## src/rtl/rggen_rtl_pkg.sv

```systemverilog
// Shared rggen bus types (access kind, response status) and the strobe-to-bit-mask helper
// used by every block that turns bus strobes into write enables.
package rggen_rtl_pkg;

  typedef enum logic [1:0] {
    RGGEN_READ         = 2'b00,
    RGGEN_POSTED_WRITE = 2'b10,
    RGGEN_WRITE        = 2'b11
  } rggen_access;

  typedef enum logic [1:0] {
    RGGEN_OKAY         = 2'b00,
    RGGEN_EXOKAY       = 2'b01,
    RGGEN_SLAVE_ERROR  = 2'b10,
    RGGEN_DECODE_ERROR = 2'b11
  } rggen_status;

  localparam int RGGEN_MAX_BUS_WIDTH = 256;

  // Callers zero-extend their strobe into the wide argument and truncate the result back to
  // their own bus width, so one function serves every bus width up to RGGEN_MAX_BUS_WIDTH.
  function automatic logic [RGGEN_MAX_BUS_WIDTH-1:0] rggen_expand_strobe(
    input logic [RGGEN_MAX_BUS_WIDTH-1:0] strobe,
    input int                             bus_width,
    input int                             strobe_width
  );
    logic [RGGEN_MAX_BUS_WIDTH-1:0] mask;
    mask = '0;
    if (strobe_width == bus_width) begin
      mask = strobe;
    end else begin
      for (int i = 0; i < RGGEN_MAX_BUS_WIDTH / 8; i++) begin
        mask[8*i+:8] = {8{strobe[i]}};
      end
    end
    return mask;
  endfunction

endpackage

```

## src/rtl/rggen_bus_if.sv

```systemverilog
// rggen_bus_if: generic register bus between a bus master and a register/window slave.
interface rggen_bus_if #(
  parameter int ADDRESS_WIDTH = 8,
  parameter int BUS_WIDTH     = 32,
  parameter int STROBE_WIDTH  = BUS_WIDTH / 8
);

  logic                       valid;
  rggen_rtl_pkg::rggen_access access;
  logic [ADDRESS_WIDTH-1:0]   address;
  logic [BUS_WIDTH-1:0]       write_data;
  logic [STROBE_WIDTH-1:0]    strobe;
  logic                       ready;
  rggen_rtl_pkg::rggen_status status;
  logic [BUS_WIDTH-1:0]       read_data;

  modport master (
    output valid, access, address, write_data, strobe,
    input  ready, status, read_data
  );

  modport slave (
    input  valid, access, address, write_data, strobe,
    output ready, status, read_data
  );

  modport monitor (
    input valid, access, address, write_data, strobe,
    input ready, status, read_data
  );

endinterface

```

## src/rtl/rggen_external_bus_responder_timer.sv

```systemverilog
// Ack timeout counter for rggen_external_bus_responder; only instantiated when
// RGGEN_EXTERNAL_BUS_RESPONDER_TIMEOUT_EN is defined.
module rggen_external_bus_responder_timer #(
  parameter int TIMEOUT_CYCLES = 255
)(
  input  logic i_clk,
  input  logic i_rst,
  input  logic i_clear,
  input  logic i_count_up,
  output logic o_expired
);

  localparam int COUNT_WIDTH = (TIMEOUT_CYCLES > 1) ? $clog2(TIMEOUT_CYCLES + 1) : 1;

  logic [COUNT_WIDTH-1:0] count;

  always_ff @(posedge i_clk) begin
    if (i_rst || i_clear) begin
      count <= '0;
    end else if (i_count_up) begin
      count <= count + 1'b1;
    end
  end

  // Expiry is flagged in the cycle whose increment would make the count reach the limit.
  assign o_expired = i_count_up && (count == COUNT_WIDTH'(TIMEOUT_CYCLES - 1));

endmodule

```

## src/rtl/rggen_external_bus_responder.sv

```systemverilog
// Slave endpoint of rggen_bus_if serving requests from a native memory port with variable ack latency.
// Optional ack timeout: define RGGEN_EXTERNAL_BUS_RESPONDER_TIMEOUT_EN.
import rggen_rtl_pkg::*;

module rggen_external_bus_responder #(
  parameter int ADDRESS_WIDTH  = 8,
  parameter int BUS_WIDTH      = 32,
  parameter int STROBE_WIDTH   = BUS_WIDTH / 8,
  parameter int BYTE_SIZE      = 256,
  parameter int TIMEOUT_CYCLES = 255
)(
  input  logic                                            i_clk,
  input  logic                                            i_rst,
  rggen_bus_if.slave                                      bus_if,
  output logic                                            o_mem_req,
  output logic                                            o_mem_write,
  output logic [ADDRESS_WIDTH-$clog2(BUS_WIDTH/8)-1:0]    o_mem_address,
  output logic [BUS_WIDTH-1:0]                            o_mem_write_data,
  output logic [BUS_WIDTH-1:0]                            o_mem_mask,
  input  logic                                            i_mem_ack,
  input  logic                                            i_mem_error,
  input  logic [BUS_WIDTH-1:0]                            i_mem_read_data
);

  localparam int WORD_LSB = $clog2(BUS_WIDTH / 8);
  localparam logic [ADDRESS_WIDTH:0] BYTE_LIMIT = (ADDRESS_WIDTH + 1)'(BYTE_SIZE);

  localparam logic [1:0] IDLE = 2'd0;
  localparam logic [1:0] REQ  = 2'd1;
  localparam logic [1:0] RESP = 2'd2;

  logic [1:0]           state;
  logic                 write_access;
  logic                 out_of_range;
  logic                 no_strobe;
  logic                 timeout;
  logic [BUS_WIDTH-1:0] strobe_mask;
  rggen_status          status;
  logic [BUS_WIDTH-1:0] read_data;

  assign write_access = bus_if.access != RGGEN_READ;
  assign out_of_range = {1'b0, bus_if.address} >= BYTE_LIMIT;
  assign no_strobe    = bus_if.strobe == '0;
  assign strobe_mask  = BUS_WIDTH'(rggen_expand_strobe(
                          RGGEN_MAX_BUS_WIDTH'(bus_if.strobe), BUS_WIDTH, STROBE_WIDTH));

`ifdef RGGEN_EXTERNAL_BUS_RESPONDER_TIMEOUT_EN
  rggen_external_bus_responder_timer #(
    .TIMEOUT_CYCLES (TIMEOUT_CYCLES)
  ) u_timer (
    .i_clk      (i_clk),
    .i_rst      (i_rst),
    .i_clear    (state != REQ),
    .i_count_up ((state == REQ) && !i_mem_ack),
    .o_expired  (timeout)
  );
`else
  assign timeout = 1'b0;
`endif

  // Requests that can be answered without the memory (range error, empty write) skip REQ.
  always_ff @(posedge i_clk) begin
    if (i_rst) begin
      state            <= IDLE;
      o_mem_write      <= 1'b0;
      o_mem_address    <= '0;
      o_mem_write_data <= '0;
      o_mem_mask       <= '0;
      status           <= RGGEN_OKAY;
      read_data        <= '0;
    end else begin
      case (state)
        IDLE: begin
          if (bus_if.valid) begin
            o_mem_write      <= write_access;
            o_mem_address    <= bus_if.address[ADDRESS_WIDTH-1:WORD_LSB];
            o_mem_write_data <= bus_if.write_data;
            o_mem_mask       <= write_access ? strobe_mask : '0;
            if (out_of_range) begin
              state     <= RESP;
              status    <= RGGEN_SLAVE_ERROR;
              read_data <= '0;
            end else if (write_access && no_strobe) begin
              state     <= RESP;
              status    <= RGGEN_OKAY;
              read_data <= '0;
            end else begin
              state <= REQ;
            end
          end
        end
        REQ: begin
          if (i_mem_ack) begin
            state     <= RESP;
            status    <= i_mem_error ? RGGEN_SLAVE_ERROR : RGGEN_OKAY;
            read_data <= o_mem_write ? '0 : i_mem_read_data;
          end else if (timeout) begin
            state     <= RESP;
            status    <= RGGEN_SLAVE_ERROR;
            read_data <= '0;
          end
        end
        RESP: begin
          state <= IDLE;
        end
        default: begin
          state <= IDLE;
        end
      endcase
    end
  end

  assign o_mem_req        = state == REQ;
  assign bus_if.ready     = state == RESP;
  assign bus_if.status    = status;
  assign bus_if.read_data = read_data;

endmodule

```

## src/flat_wrapper.sv

```systemverilog
// flat-port wrapper written by rule: the top's interface ports become plain ports
module rggen_external_bus_responder_flat 
#(
  parameter int ADDRESS_WIDTH  = 8,
  parameter int BUS_WIDTH      = 32,
  parameter int STROBE_WIDTH   = BUS_WIDTH / 8,
  parameter int BYTE_SIZE      = 256,
  parameter int TIMEOUT_CYCLES = 255
)
  (i_clk, i_rst, o_mem_req, o_mem_write, o_mem_address, o_mem_write_data, o_mem_mask, i_mem_ack, i_mem_error, i_mem_read_data, bus_if_valid, bus_if_access, bus_if_address, bus_if_write_data, bus_if_strobe, bus_if_ready, bus_if_status, bus_if_read_data);
  rggen_bus_if #(.ADDRESS_WIDTH(ADDRESS_WIDTH), .BUS_WIDTH(BUS_WIDTH), .STROBE_WIDTH(STROBE_WIDTH)) bus_if_i ();
  input  logic i_clk;
  input  logic i_rst;
  output logic o_mem_req;
  output logic o_mem_write;
  output logic [ADDRESS_WIDTH-$clog2(BUS_WIDTH/8)-1:0] o_mem_address;
  output logic [BUS_WIDTH-1:0] o_mem_write_data;
  output logic [BUS_WIDTH-1:0] o_mem_mask;
  input  logic i_mem_ack;
  input  logic i_mem_error;
  input  logic [BUS_WIDTH-1:0] i_mem_read_data;
  input wire logic [$bits(bus_if_i.valid)-1:0] bus_if_valid;
  input wire logic [$bits(bus_if_i.access)-1:0] bus_if_access;
  input wire logic [$bits(bus_if_i.address)-1:0] bus_if_address;
  input wire logic [$bits(bus_if_i.write_data)-1:0] bus_if_write_data;
  input wire logic [$bits(bus_if_i.strobe)-1:0] bus_if_strobe;
  output wire logic [$bits(bus_if_i.ready)-1:0] bus_if_ready;
  output wire logic [$bits(bus_if_i.status)-1:0] bus_if_status;
  output wire logic [$bits(bus_if_i.read_data)-1:0] bus_if_read_data;
  assign bus_if_i.valid = bus_if_valid;
  assign bus_if_i.access = bus_if_access;
  assign bus_if_i.address = bus_if_address;
  assign bus_if_i.write_data = bus_if_write_data;
  assign bus_if_i.strobe = bus_if_strobe;
  assign bus_if_ready = bus_if_i.ready;
  assign bus_if_status = bus_if_i.status;
  assign bus_if_read_data = bus_if_i.read_data;
  rggen_external_bus_responder #(.ADDRESS_WIDTH(ADDRESS_WIDTH), .BUS_WIDTH(BUS_WIDTH), .STROBE_WIDTH(STROBE_WIDTH), .BYTE_SIZE(BYTE_SIZE), .TIMEOUT_CYCLES(TIMEOUT_CYCLES)) u_core (.i_clk(i_clk), .i_rst(i_rst), .bus_if(bus_if_i), .o_mem_req(o_mem_req), .o_mem_write(o_mem_write), .o_mem_address(o_mem_address), .o_mem_write_data(o_mem_write_data), .o_mem_mask(o_mem_mask), .i_mem_ack(i_mem_ack), .i_mem_error(i_mem_error), .i_mem_read_data(i_mem_read_data));
endmodule
```

## config.mk

```make
export PLATFORM = sky130hd
export DESIGN_NAME = rggen_external_bus_responder_flat
export DESIGN_NICKNAME = d
export VERILOG_FILES = /design/src/rtl/rggen_rtl_pkg.sv /design/src/rtl/rggen_bus_if.sv /design/src/rtl/rggen_external_bus_responder_timer.sv /design/src/rtl/rggen_external_bus_responder.sv /design/src/flat_wrapper.sv
export SDC_FILE = /design/constraint.sdc
export NUM_CORES = 1
export LEC_CHECK = 0
export CAP_MARGIN = 30
export CORE_AREA = 2 2 95 97
export CTS_BUF_LIST = sky130_fd_sc_hd__clkbuf_8
export DETAILED_ROUTE_END_ITERATION = 8
export DIE_AREA = 0 0 97 99
export PLACE_DENSITY = 0.8
export SYNTH_ARGS = -nofsm -noshare
export SYNTH_HDL_FRONTEND = slang
export SYNTH_SLANG_ARGS = --single-unit
```

## constraint.sdc

```tcl
create_clock -name i_clk -period 1.8 [get_ports i_clk]
set_input_delay 0.36 -clock i_clk [delete_from_list [all_inputs] [get_ports i_clk]]
set_output_delay 0.36 -clock i_clk [all_outputs]
set_load 0.1 [all_outputs]
```

# --- After elaboration in Yosys (flattened, before gate mapping) ---
# Cells that the tools add are included.
totals:
  ff_bits: 107
  inputBits: 83
  out_inout_bits: 107
  word_cells: 35
classes:
  eq_ne: 5
  muxes: 15
  reduce_logical: 8
op_table:
  columns: ["cell", "n"]
  rows:
  - ["$mux 32", 5]
  - ["$pmux 32 s2", 1]
  - ["$mux 2", 7]
  - ["$pmux 2 s2", 2]
  - ["$logic_not 4->1", 1]
  - ["$ne 2x1->1 const B", 2]
  - ["$reduce_and 2->1", 2]
  - ["$reduce_and 4->1", 1]
  - ["$reduce_bool 2->1", 2]
  - ["$eq 2x1->1 const B", 1]
  - ["$eq 2x2->1 const B", 1]
  - ["$logic_not 2->1", 1]
  - ["$ne 2x2->1 const B", 1]
  - ["$logic_and 1x1->1", 1]

# --- Longest topological paths before layout ---
# Gate-level depths: netlist (run 1).
logic_depth:
  word_depth: 5
  depth_mapped: 6
  mapped_depth_nobuf: 3

# --- Worst setup path before layout (run 1) ---
# OpenSTA, ideal clock, no wires.
synth_timing:
  path_type: "register to register"
  from: "reg u_core.state[0]"
  to: "reg u_core.status[1] (netlist: u_core.bus_if.status[1])"
  setup_time_ps: 87
  arrival_ps: 2294
  t_required_ps: 1713
  slack_ps: -580
  path_stages_with_launch: 5
  n_path_buf: 1
  period_less_slack_ps: 2380
  cell_sequence: "dfxtp_1 -> buf_4 -> nor2b_1 -> a31oi_1 -> a211oi_1"
synth_via:
  elab_chain_cells: 3
  elab_cells_between_ends: 8
  classes_between: "4 x eq/ne; 1 x mux; 3 x reduce/logical"
synth_lines:
  columns: ["element", "line_no", "source"]
  rows:
  - ["start: declaration", "rggen_external_bus_responder.sv:32", "logic [1:0] state;"]
  - ["start signal: assignment", "rggen_external_bus_responder.sv:64", "state <= IDLE;"]
  - ["start signal: assignment", "rggen_external_bus_responder.sv:80", "state <= RESP;"]
  - ["start signal: assignment", "rggen_external_bus_responder.sv:84", "state <= RESP;"]
  - ["$eq 2x1->1 *", null, null]
  - ["named net o_mem_req", "flat_wrapper.sv:14", "output logic o_mem_req;"]
  - ["$ne 2x1->1 (no source line) or $reduce_bool 2->1 (tied branches)", null, null]
  - ["$reduce_and 4->1 (no source line)", null, null]
  - ["end signal: assignment", "rggen_external_bus_responder.sv:95", "status <= i_mem_error ? RGGEN_SLAVE_ERROR : RGGEN_OKAY;"]
  - ["end: declaration", "rggen_external_bus_responder.sv:38", "rggen_status status;"]
# Mark *: on every way through the listed nets, which the timed path passes. The rest lies on a longest branch.
# A chain may end at the register's enable or synchronous reset.

# --- Final worst setup path (run 1) ---
layout_timing:
  from: "in bus_if_strobe[1]"
  to: "reg u_core.read_data[27] (netlist: u_core.bus_if.read_data[27])"
layout_via:
  elab_chain_cells: 4
layout_lines:
  columns: ["element", "line_no", "source"]
  rows:
  - ["start: declaration", "flat_wrapper.sv:26", "input wire logic [$bits(bus_if_i.strobe)-1:0] bus_if_strobe;"]
  - ["$logic_not 4->1", "rggen_external_bus_responder.sv:43", "assign no_strobe = bus_if.strobe == '0;"]
  - ["$logic_and 1x1->1", "rggen_external_bus_responder.sv:83", "end else if (write_access && no_strobe) begin"]
  - ["$ne 2x1->1 (no source line)", null, null]
  - ["$reduce_and 4->1 (no source line)", null, null]
  - ["end signal: assignment", "rggen_external_bus_responder.sv:96", "read_data <= o_mem_write ? '0 : i_mem_read_data;"]
  - ["end: declaration", "rggen_external_bus_responder.sv:39", "logic [BUS_WIDTH-1:0] read_data;"]
# No other way between the ends.

==> flow_summary.toml, run 1 <==
[clock_network]
cts_tree = "built"
cts-hold-fix-buffers = 0
root_buffer = "clkbuf_8"
cts-buffers-inserted = 9
clock_path_buffers = 2
worst_setup_hold_path_clk_slew_ps = 70
cts.sinks = 78
insertion_delay_ps = 330
h-tree-depth = 3

[placed_design]
io_buffer_count = 186
dpl-instance-area_um2 = 6050
hpwlAfterDp_mm = 7.62
gp_congestion = 0.777
dpl.cell_count = 625

[yosys]
yosys.cell_types.count = 24
synth_nets = 465
post_synthesis_sequential_area_ratio_pct = 47.8
synth.area.mux_share_pct = 0.307
yosys.area_share.adder_pct = 0
synth.cell_area_um2 = 3260
yosysWarningCount = 0
syn_inst = 382
synth.avg_cell_area_um2 = 8.55
yosys_register_bits = 78
synth_compound_gate_area_share_pct = 21.7
main_combinational_cell_family_by_area_after_synthesis = "compound AO/OA/AOI/OAI gates"
synth_simple_gate_area_share_pct = 16.4
post_synth_xor_area_fraction_pct = 0

[setup_path]
setup.worst_path.start = "bus_if_strobe[1]"
cp-end-kind = "flop"
critPathTopFamily = "buffers and inverters"
cp_slowest_stage_delay_ps = 590
r2r_depth = 4
critical_path_peak_fanout = 34
buffers_plus_inverters_on_the_worst_setup_path = 2
critical_path.startpoint_type = "input port"
worst_path_class_setup = "in -> reg"
critical_path.reg2reg.startpoint = "u_core.state[1]"
cpMaxStageDelayCell = "or4_4"
worstPathArrival_ps = 1880
crit_required_ps = 1990
reg2reg_slack_ps = 260
critical_path_cell_by_cell = "clkdlybuf4s50_1 > or4_4 > o21bai_4 > buf_12 > a311oi_1"
critical_path.reg2reg.endpoint = "u_core.bus_if.read_data[27]"

[global_route]
grt_remaining_overflow = 0
track_usage_pct = 20.9
global_route.usage.met1_pct = 23.3
number_of_antenna_violations_at_the_first_check_in_global_routing = 0
grt_use_met3_pct = 6.24
grt_pass1_vias = 3241
grt_util_met2_pct = 38.7
global_route_wire_length_before_repair_mm = 16.4
grt-busiest-layer = "met2"
largest_net_degree_at_the_start_of_global_routing = 79

[detailed_routing]
detail_route.first_pass.iterations = 4
drc = 0
wl_per_cell_um = 15.8
route.vias.total = 3251
ant_nets = 0
viasPerCell = 5.08
initialDrtViolationCount = 124
wirelength_mm = 10.1

[worst_hold_path]
hold-path-endpoint = "u_core.o_mem_write_data[12]"
min_path_cells = 2
hold_path_origin = "u_core.o_mem_write_data[12]"
hp-class = "reg -> reg"

[die]
chipHeight_um = 99
design.die.area_um2 = 9600
initial_utilization_pct = 38.2
rows = 34
die_width_um = 97
num_io_pins = 190
area_of_the_core_region_um2 = 8550

[timing]
setup_viol = 0
rsz0062_at_grt = "no"
final.hold.worst_slack_ps = 491
timing_hold_violations_final = 0
min_period_ps = 1680
fin_skew_ps = 8.63
slew_violations = 0
post-route-period-util_pct = 93.6
max_freq_mhz = 594

[cells_and_area]
most_frequent_standard_cell_in_the_layout_excluding_fill_and_tap_cells = "buf_12"
most-common-layout-cells = "buf_12, nand2_1, clkdlybuf4s50_1, a21oi_1, dfxtp_1"
fin_area_um2 = 6290
ff_latch_area_um2 = 1570
fin_nets = 611
antenna_cells = 0
synthToLayoutAreaGrowth_pct = 92.6
fillers = 603
post_layout_nonfiller_instances = 640
area_taken_by_multi_input_logic_gates_um2 = 1270
final_core_util_pct = 73.5
post_route_cells_drive_above_1_share_pct = 27.4

[run]
maxCapViolCount = 0

[power]
power.static_leakage_nw = 2.31
irDropWorstVdd_v = 0.000419
pwr_density_cell_nw_per_um2 = 875
finalPower_mw = 5.50

[status]
outcome = "complete, no violations"
## worst max-delay path by stage
stage,endpoint,slack [ps],cells after the start
3_5_place_dp,u_core.bus_if.read_data[27],-250,5
6_report,u_core.bus_if.read_data[27],120,5
4_1_cts,o_mem_req,30,2
5_1_grt,bus_if_ready,80,2
2_1_floorplan,u_core.bus_if.status[1],10,4
3_3_place_gp,u_core.bus_if.read_data[6],-160,5
## timing repair
action,CTS,global route
buffers inserted,0,0
resized for setup,0,1
endpoints found under the setup margin,0,1
## flip-flops by register name (all words and copies together) (netlist names)
| signal | count |
|---|---|
| u_core.o_mem_mask | 4 |
| u_core.o_mem_address | 6 |
| u_core.bus_if.read_data | 32 |
| u_core.state | 2 |
| u_core.o_mem_write | 1 |
| u_core.bus_if.status | 1 |
| u_core.o_mem_write_data | 32 |
## layer usage
| metal | part of all wire [%] | vias to the layer above |
|---|---|---|
| li1 | - | 1577 |
| met1 | 38 | 1523 |
| met2 | 53 | 145 |
| met3 | 7.8 | 6 |
| met4 | 0.81 | 0 |
| met5 | 0 | - |
## metrics by stage
step	worst slack, ps	setup TNS (ps)
after floorplan	11.4	0
after global placement	-163	-5860
after detailed placement	-246	-9260
after CTS	27.1	0
after global routing	84.3	0
final	116	0
## cell usage after synthesis (all sizes together)
master / number / area, um^2
a211oi: 2 / 15.0
clkbuf: 11 / 41.3
and4bb: 1 / 12.5
nor2b: 2 / 12.5
o21bai: 1 / 18.8
buf: 50 / 402
nand2b: 1 / 6.26
and3b: 1 / 8.76
nand3: 4 / 20.0
o21ai: 1 / 5.00
or2: 1 / 6.26
mux2i: 1 / 10.0
a311oi: 33 / 289
nor2: 3 / 11.3
nor3b: 1 / 18.8
a31oi: 1 / 6.26
or4: 1 / 11.3
or3b: 1 / 8.76
nand2: 112 / 420
dfxtp: 78 / 1560
conb: 1 / 3.75
a21oi: 75 / 375
## where the power goes
part / total (mW) / switching [mW] / internal [mW] / leakage [nW]
Combinational: 2.01 / 1.25 / 0.756 / 1.55
Sequential: 1.95 / 0.130 / 1.82 / 0.639
Clock: 1.55 / 0.601 / 0.945 / 0.124
Total: 5.50 / 1.98 / 3.52 / 2.31
## worst reg2reg max path, stage by stage (launching register included)
cell and delay, ps:
dfxtp_1 400, and4bb_2 410, buf_12 210, nand2_1 80, a311oi_1 320
## layout make-up
cell class	instances	area share [%]
timing repair buffer	196	49.0
sequential	78	25.0
multi-input combinational	243	20.2
clock buffer	10	2.19
tap	108	2.15
clock inverter	5	1.57
## kinds of logic after synthesis
kind of cell	Yosys count
buf+inv	61
mux	1
flops	78
other cells	1
compound gates	113
simple gates	128
Power figures use the tool's default switching activity.
==> run 2, diff against run 1 <==
--- a/config.mk
+++ b/config.mk
@@ -5,7 +5,7 @@
 export SDC_FILE = /design/constraint.sdc
 export NUM_CORES = 1
 export LEC_CHECK = 0
-export CAP_MARGIN = 30
+export CAP_MARGIN = 20
 export CORE_AREA = 2 2 95 97
 export CTS_BUF_LIST = sky130_fd_sc_hd__clkbuf_8
 export DETAILED_ROUTE_END_ITERATION = 8
==> results of run 2 <==
No change in the layout: final DEF, timing and power equal those of run 1.
==> run 3, diff against run 2 <==
--- a/config.mk
+++ b/config.mk
@@ -5,6 +5,7 @@
 export SDC_FILE = /design/constraint.sdc
 export NUM_CORES = 1
 export LEC_CHECK = 0
+export ABC_CLOCK_PERIOD_IN_PS = 1800
 export CAP_MARGIN = 20
 export CORE_AREA = 2 2 95 97
 export CTS_BUF_LIST = sky130_fd_sc_hd__clkbuf_8
==> constraint.sdc (replaced) <==
create_clock -name i_clk -period 1.8 [get_ports i_clk]
set_input_delay 0.36 -clock i_clk [delete_from_list [all_inputs] [get_ports i_clk]]
set_output_delay 0.36 -clock i_clk [all_outputs]
set_load 0.005 [all_outputs]
==> flow_summary.toml, run 3 (synthesized netlist as in run 1, its figures left out) <==
[clock_network]
cts-buffers-inserted = 9
cts-hold-fix-buffers = 0
post-cts-setup-buffer-count = 0
cts_tree = "built"
cts.sinks = 78
h-tree-depth = 3
root_buffer = "clkbuf_8"
worst_setup_hold_path_clk_slew_ps = 70
insertion_delay_ps = 330
clock_path_buffers = 2

[setup_path]
setup.worst_path.start = "u_core.state[0]"
crit_end = "o_mem_req"
buffers_plus_inverters_on_the_worst_setup_path = 1
r2r_depth = 5
critical_path_cell_by_cell = "nor2b_4 > clkdlybuf4s50_1"
critical_path.reg2reg.startpoint = "u_core.state[0]"
crit_required_ps = 1440
cpMaxStageDelayCell = "clkdlybuf4s50_1"
critical_path.startpoint_type = "flop"
critPathTopFamily = "buffers and inverters"
cp_num_cells = 2
worst_path_class_setup = "reg -> out"
critical_path.reg2reg.endpoint = "u_core.o_mem_write_data[2]"
cp-end-kind = "primary output"
reg2reg_slack_ps = 320
critical_path_peak_fanout = 5
cp_slowest_stage_delay_ps = 510
worstPathArrival_ps = 1380

[cells_and_area]
fin_area_um2 = 5200
synthToLayoutAreaGrowth_pct = 59.3
post_layout_nonfiller_instances = 644
most-common-layout-cells = "clkdlybuf4s50_1, nand2_1, a21oi_1, dfxtp_1, a311oi_1"
layout_top_registers = "u_core.bus_if.read_data x32, u_core.o_mem_write_data x32, u_core.o_mem_address x6"
fin_nets = 614
post_route_cells_drive_above_1_share_pct = 7.65
most_frequent_standard_cell_in_the_layout_excluding_fill_and_tap_cells = "clkdlybuf4s50_1"
antenna_cells = 0
final_core_util_pct = 60.8

[timing]
min_period_ps = 1740
rsz0062_at_grt = "no"
final.hold.worst_slack_ps = 454
slew_violations = 0
max_freq_mhz = 573
setup_viol = 0
post-route-period-util_pct = 96.9
setup-tns-final_ps = 0
fin_skew_ps = 8.39
timing_hold_violations_final = 0

[die]
num_io_pins = 190
rows = 34
die_width_um = 97
chipHeight_um = 99
design.die.area_um2 = 9600
initial_utilization_pct = 38.2
area_of_the_core_region_um2 = 8550

[detailed_routing]
ant_nets = 0
viasPerCell = 5.00
initialDrtViolationCount = 105
route.vias.total = 3221
drc = 0
wl_per_cell_um = 13.9
wirelength_mm = 8.92
detail_route.first_pass.iterations = 4

[status]
outcome = "complete, no violations"

[global_route]
largest_net_degree_at_the_start_of_global_routing = 79
grt_pass1_vias = 3024
grt_remaining_overflow = 0
global_route_wire_length_before_repair_mm = 14.5
number_of_antenna_violations_at_the_first_check_in_global_routing = 0
track_usage_pct = 18.1

[placed_design]
gp_congestion = 0.815
io_buffer_count = 186
hpwlAfterDp_mm = 6.41
dpl-instance-area_um2 = 4980
dpl.cell_count = 628

[power]
internal_power_mw = 3.02
power.clock.fraction_pct = 32.5
irDropWorstVdd_v = 0.000431
pwr_density_cell_nw_per_um2 = 768
p_seq_share_pct = 47.0
combinationalPowerShare_pct = 20.5
power.switching_uw = 976
power.static_leakage_nw = 1.79
switching_share_pct = 24.5

[run]
maxCapViolCount = 0

[worst_hold_path]
hp-class = "reg -> reg"
run 3: final cells by class:
cell class / instances / area [um^2]
flip-flops and latches: 78 / 1570
fillers: 722 / 3350
clock buffers: 11 / 151
multi-input cells: 243 / 1270
well taps: 108 / 135
clock inverters: 5 / 50.0
repair buffers: 199 / 2020
run 3: worst min path at each step:
stage	startpoint	end	slack [ps]	cells past startpoint
floorplan	u_core.o_mem_address[0]	u_core.o_mem_address[0]	450	2
global placement	u_core.o_mem_write_data[17]	u_core.o_mem_write_data[17]	440	2
detailed placement	u_core.o_mem_address[2]	u_core.o_mem_address[2]	450	2
CTS	u_core.o_mem_address[2]	u_core.o_mem_address[2]	460	2
global route	u_core.o_mem_address[2]	u_core.o_mem_address[2]	470	2
finish	u_core.o_mem_write_data[14]	u_core.o_mem_write_data[14]	450	2
run 3: timing repair:
item                                   in CTS  in global routing
endpoints found under the hold margin       0                  0
setup endpoints to repair                   2                 16
resized for setup                           5                  4
run 3: power groups by stage:
stage | combinational (mW) | clock (mW) | sequential [mW]
floorplan | 0.363 | 0 | 1.91
global placement | 0.800 | 0 | 1.91
detailed placement | 0.824 | 0 | 1.91
CTS | 0.828 | 1.35 | 1.88
global route | 0.887 | 1.41 | 1.89
finish | 0.820 | 1.30 | 1.88
run 3: layer usage:
metal | up-vias | wire, um | track usage, %
met5 | - | 0 | 0
met4 | 0 | 63 | 4.98
met3 | 6 | 711 | 5.04
met2 | 141 | 4390 | 31.8
met1 | 1494 | 3760 | 21.7
li1 | 1580 | - | -
run 3: metrics by stage:
| stage | power [mW] | worst slack (ps) |
|---|---|---|
| floorplan | 2.28 | 345 |
| global placement | 2.71 | -518 |
| detailed placement | 2.74 | -187 |
| CTS | 4.06 | 3.23 |
| global route | 4.19 | 0.237 |
| finish | 3.99 | 55.2 |
run 3: worst register-to-register path: stages, from the launching register on:
cell	delay, ps
dfxtp_4	370
buf_4	150
or3b_2	470
buf_12	190
nand2_1	110
a21oi_1	60
==> RTL change 1, RTL diff (settings of run 1) <==
`BYTE_SIZE` is set to 256 in 2 places; all go to 192.
--- a/src/rtl/rggen_external_bus_responder.sv
+++ b/src/rtl/rggen_external_bus_responder.sv
@@ -8,3 +8,3 @@
   parameter int STROBE_WIDTH   = BUS_WIDTH / 8,
-  parameter int BYTE_SIZE      = 256,
+  parameter int BYTE_SIZE      = 192,
   parameter int TIMEOUT_CYCLES = 255
--- a/src/flat_wrapper.sv
+++ b/src/flat_wrapper.sv
@@ -6,3 +6,3 @@
   parameter int STROBE_WIDTH   = BUS_WIDTH / 8,
-  parameter int BYTE_SIZE      = 256,
+  parameter int BYTE_SIZE      = 192,
   parameter int TIMEOUT_CYCLES = 255
Behaviour: not the same (Yosys sat finds a counterexample within 4 cycles, from zero or initial values and one cycle with i_rst high).
==> RTL change 1 against run 1 <==
Maximum frequency is 5.8% lower. Sequential cell count stayed put. Cell area is 3.1% lower. Clock power is 13% lower. Total power is 4.2% lower. Worst setup slack worse by 0.10 ns. Synthesized area is 12% lower. First-iteration DRC count is 52% lower. Final cell count is 7.3% lower. Routed wire length hardly changed.
==> RTL change 1: results <==
[logic_synthesis]
syn_inst = 313
yosysSeqAreaShare_pct = 54.17
synth_cell_types = 26
synthTopCellsByArea = dfxtp_1 54%, nand2_1 11%, a22o_1 9.7%
synth_nets = 396

[clock_network]
cts_tree = yes

[pwr]
ir_worst_vdd_mv = 0.4990
power.leakage_uw = 0.002410

[worst_setup_path]
r2r_slack_ns = 0.20
worstRegToRegCells = 5
crit_path_end = u_core.bus_if.read_data[7]$_SDFFE_PP0P_
path_max_fanout = 8
r2r-start = u_core.state[1]$_SDFFE_PP0P_
arrival_ns = 2.01
startpoint = bus_if_strobe[0]

[global_route]
grt.total_usage_pct = 20.87
grt_pass1_vias = 3071
use_met3_pct = 6.454
grt.met1_usage_pct = 22.04
grt_max_degree = 47
grtUsageMet2_pct = 38.94

[min_path]
min_path_cells = 3
hold_start = bus_if_strobe[2]
holdPathEnd = u_core.o_mem_mask[23]$_SDFFE_PP0P_
worstHoldPathType = input pin to flop

[timing]
timing.clock.skew_ns = 0.008974
hold_slack_ns = 0.3335
period_needed_ns = 1.787

[cells_and_area]
layout-drive-gt1-share_pct = 32.58
num-nets-final = 563
num-fill-cells = 593
finalNonFillerCells = 593

[route]
drt_iter0_markers = 59
wl_mm = 10.11

[place]
place_ws_ns = -0.7168
place_inst = 571
dp_hpwl_mm = 7.064

[outcome]
status = finished clean
[RTL change 1: changes by cell type after synthesis, sizes merged, moves of 2 or more]
cell and change:
nor2 +2, nor3 +3, a22o +32, clkbuf +3, a311oi -33, nand2 -29
buf -14, a21oi -32
[RTL change 1: through the flow]
stage                     cell area [µm²]  util (%)
after floorplan                      2890         -
after global placement               5754     67.30
after detailed placement             5754     67.30
after CTS                            6058     70.85
after global routing                 6091     71.23
final                                6091     71.23
[RTL change 1: layer usage]
layer,vias to the layer above,share of wire (%)
met2,118,55
met4,0,2.1
li1,1373,-
met1,1391,37
met3,18,6.3
met5,-,0
[RTL change 1: final cells by class]
class | count | share of cell area [%]
tap | 108 | 2.219
multi-input combinational | 187 | 18.14
clock inverter | 7 | 1.274
inverter | 1 | 0.06163
timing repair buffer | 203 | 50.51
sequential | 78 | 25.76
clock buffer | 9 | 2.034
[RTL change 1: logic make-up (layout without fill, tap and decap cells)]
family                 after synthesis  in the layout  synth area share [%]
buffers and inverters               51            220                 11.37
AOI/OAI and AO/OA                   80             83                 18.97
DFF                                 78             78                 54.17
other                                1              1                0.1301
and+or+nand+nor                    103            103                 15.37
[RTL change 1: tightest hold or removal path, cell delays in order]
cell and delay (ns):
dlymetal6s2s_1 0.13, nand3_1 0.08, a21oi_1 0.06
[RTL change 1: where the power goes]
| part | internal (µW) | total [µW] | switching [µW] |
|---|---|---|---|
| sequential | 1820 | 1950 | 128 |
| clock | 659 | 1350 | 693 |
| combinational | 738 | 1970 | 1240 |
| total | 3210 | 5270 | 2060 |
[RTL change 1: timing repair]
item / 4_1_cts / 5_1_grt
gates resized for setup: 8 / 4
setup endpoints to repair: 32 / 66
cloned: 3 / 0
setup buffers: 1 / 2
pin swaps: 9 / 11
hold buffers: 0 / 0
==> RTL change 2, RTL diff (flow settings as in run 1) <==
Made on the original files. Reset style: asynchronous (`i_rst`), changed in one clocked block.
--- a/src/rtl/rggen_external_bus_responder.sv
+++ b/src/rtl/rggen_external_bus_responder.sv
@@ -61,3 +61,3 @@
   // Requests that can be answered without the memory (range error, empty write) skip REQ.
-  always_ff @(posedge i_clk) begin
+  always_ff @(posedge i_clk or posedge i_rst) begin
     if (i_rst) begin
Function: differs if i_rst is asserted again (counterexample within 4 cycles, from zero or initial values and one cycle with i_rst high); with i_rst held inactive, the same outputs for 4 cycles.
==> RTL change 2 against run 1 <==
Clock skew hardly changed. Core utilization is 6.1 points higher. Largest cell class unchanged. Global-route usage is 2.2 points higher. Synthesized area is 12% higher. Sequential cell count stayed put. Routed wire length is 7.9% higher. Maximum frequency is 3.1% lower. Count of clock-buffer cells in the layout is 2 higher. Non-clock buffer count is 9 higher. Worst setup slack worse by 0.054 ns. Cell area is 8.2% higher.
Power is left out: the tool's default activity adds up to more than one toggle a clock period on the data nets, which glitch-free logic cannot reach.
==> RTL change 2: results <==
[cells_and_area]
nClkBuffers = 12
multi_input_area_mm2 = 0.001186
buffers = 205
layout-drive-gt1-share_pct = 37.88
comb.multi_input.count = 161
num-fill-cells = 515

[worst_setup_path]
startpoint = u_core.state[1]$_DFFE_PP0P_
r2r-start = u_core.state[0]$_DFFE_PP0P_
arrival_ns = 1.38
r2r-end = u_core.bus_if.read_data[18]$_DFFE_PP0P_
worstRegToRegCells = 5
crit_family = flip-flops

[timing]
layout_setup_ws_ns = 0.06138
hold_slack_ns = 0.4486
timing.clock.skew_ns = 0.009000

[logic_synthesis]
yosys-top-cells-count = 78 x dfrtp_1, 39 x inv_1, 39 x o21ai_0
synthFlopType = dfrtp_1
synthTopCellsByArea = dfrtp_1 54%, mux2_2 12%, buf_4 7.2%
synth_cell_types = 26
synthArstFlopShare_pct = 100.0
synth_nets = 413
yosysSeqAreaShare_pct = 53.57

[clock_network]
post_cts_resized = 3

[route]
wl_met1_mm = 4.112
drt_pass1_iterations = 6
vias = 3165

[place]
place_ws_ns = -0.1907
dp_hpwl_mm = 8.347
dpl_cell_area_mm2 = 0.006551
place_congestion = 0.7449

[outcome]
status = finished clean

[min_path]
worstHoldPathType = input pin to asynchronous set/reset pin

[global_route]
grt_max_degree = 47
grt_pass1_wl_mm = 17.63
[RTL change 2: cell types whose count changed after synthesis, sizes merged, moves of 2 or more]
cell / before / now
a211oi: 2 / 0
clkbuf: 11 / 9
nand2: 112 / 32
o311ai: 0 / 33
mux2: 0 / 38
buf: 50 / 43
o21ai: 1 / 39
a21oi: 75 / 1
a311oi: 33 / 0
dfrtp: 0 / 78
inv: 0 / 39
dfxtp: 78 / 0
[RTL change 2: cell families (layout without fill, tap and decap cells)]
logic type	Yosys count	in the layout	synth area share (%)
AO/OA/AOI/OAI	74	74	13.63
AND/OR/NAND/NOR	47	47	6.456
buffers and inverters	91	260	14.22
multiplexers	39	39	12.02
other	1	1	0.1029
flip-flops	78	78	53.57
[RTL change 2: worst reg2reg max path: stages, from the launching register on]
cell and delay [ns]:
dfrtp_2 0.45, buf_8 0.17, mux2i_2 0.16, buf_4 0.19, o21ai_0 0.27, o311ai_1 0.16
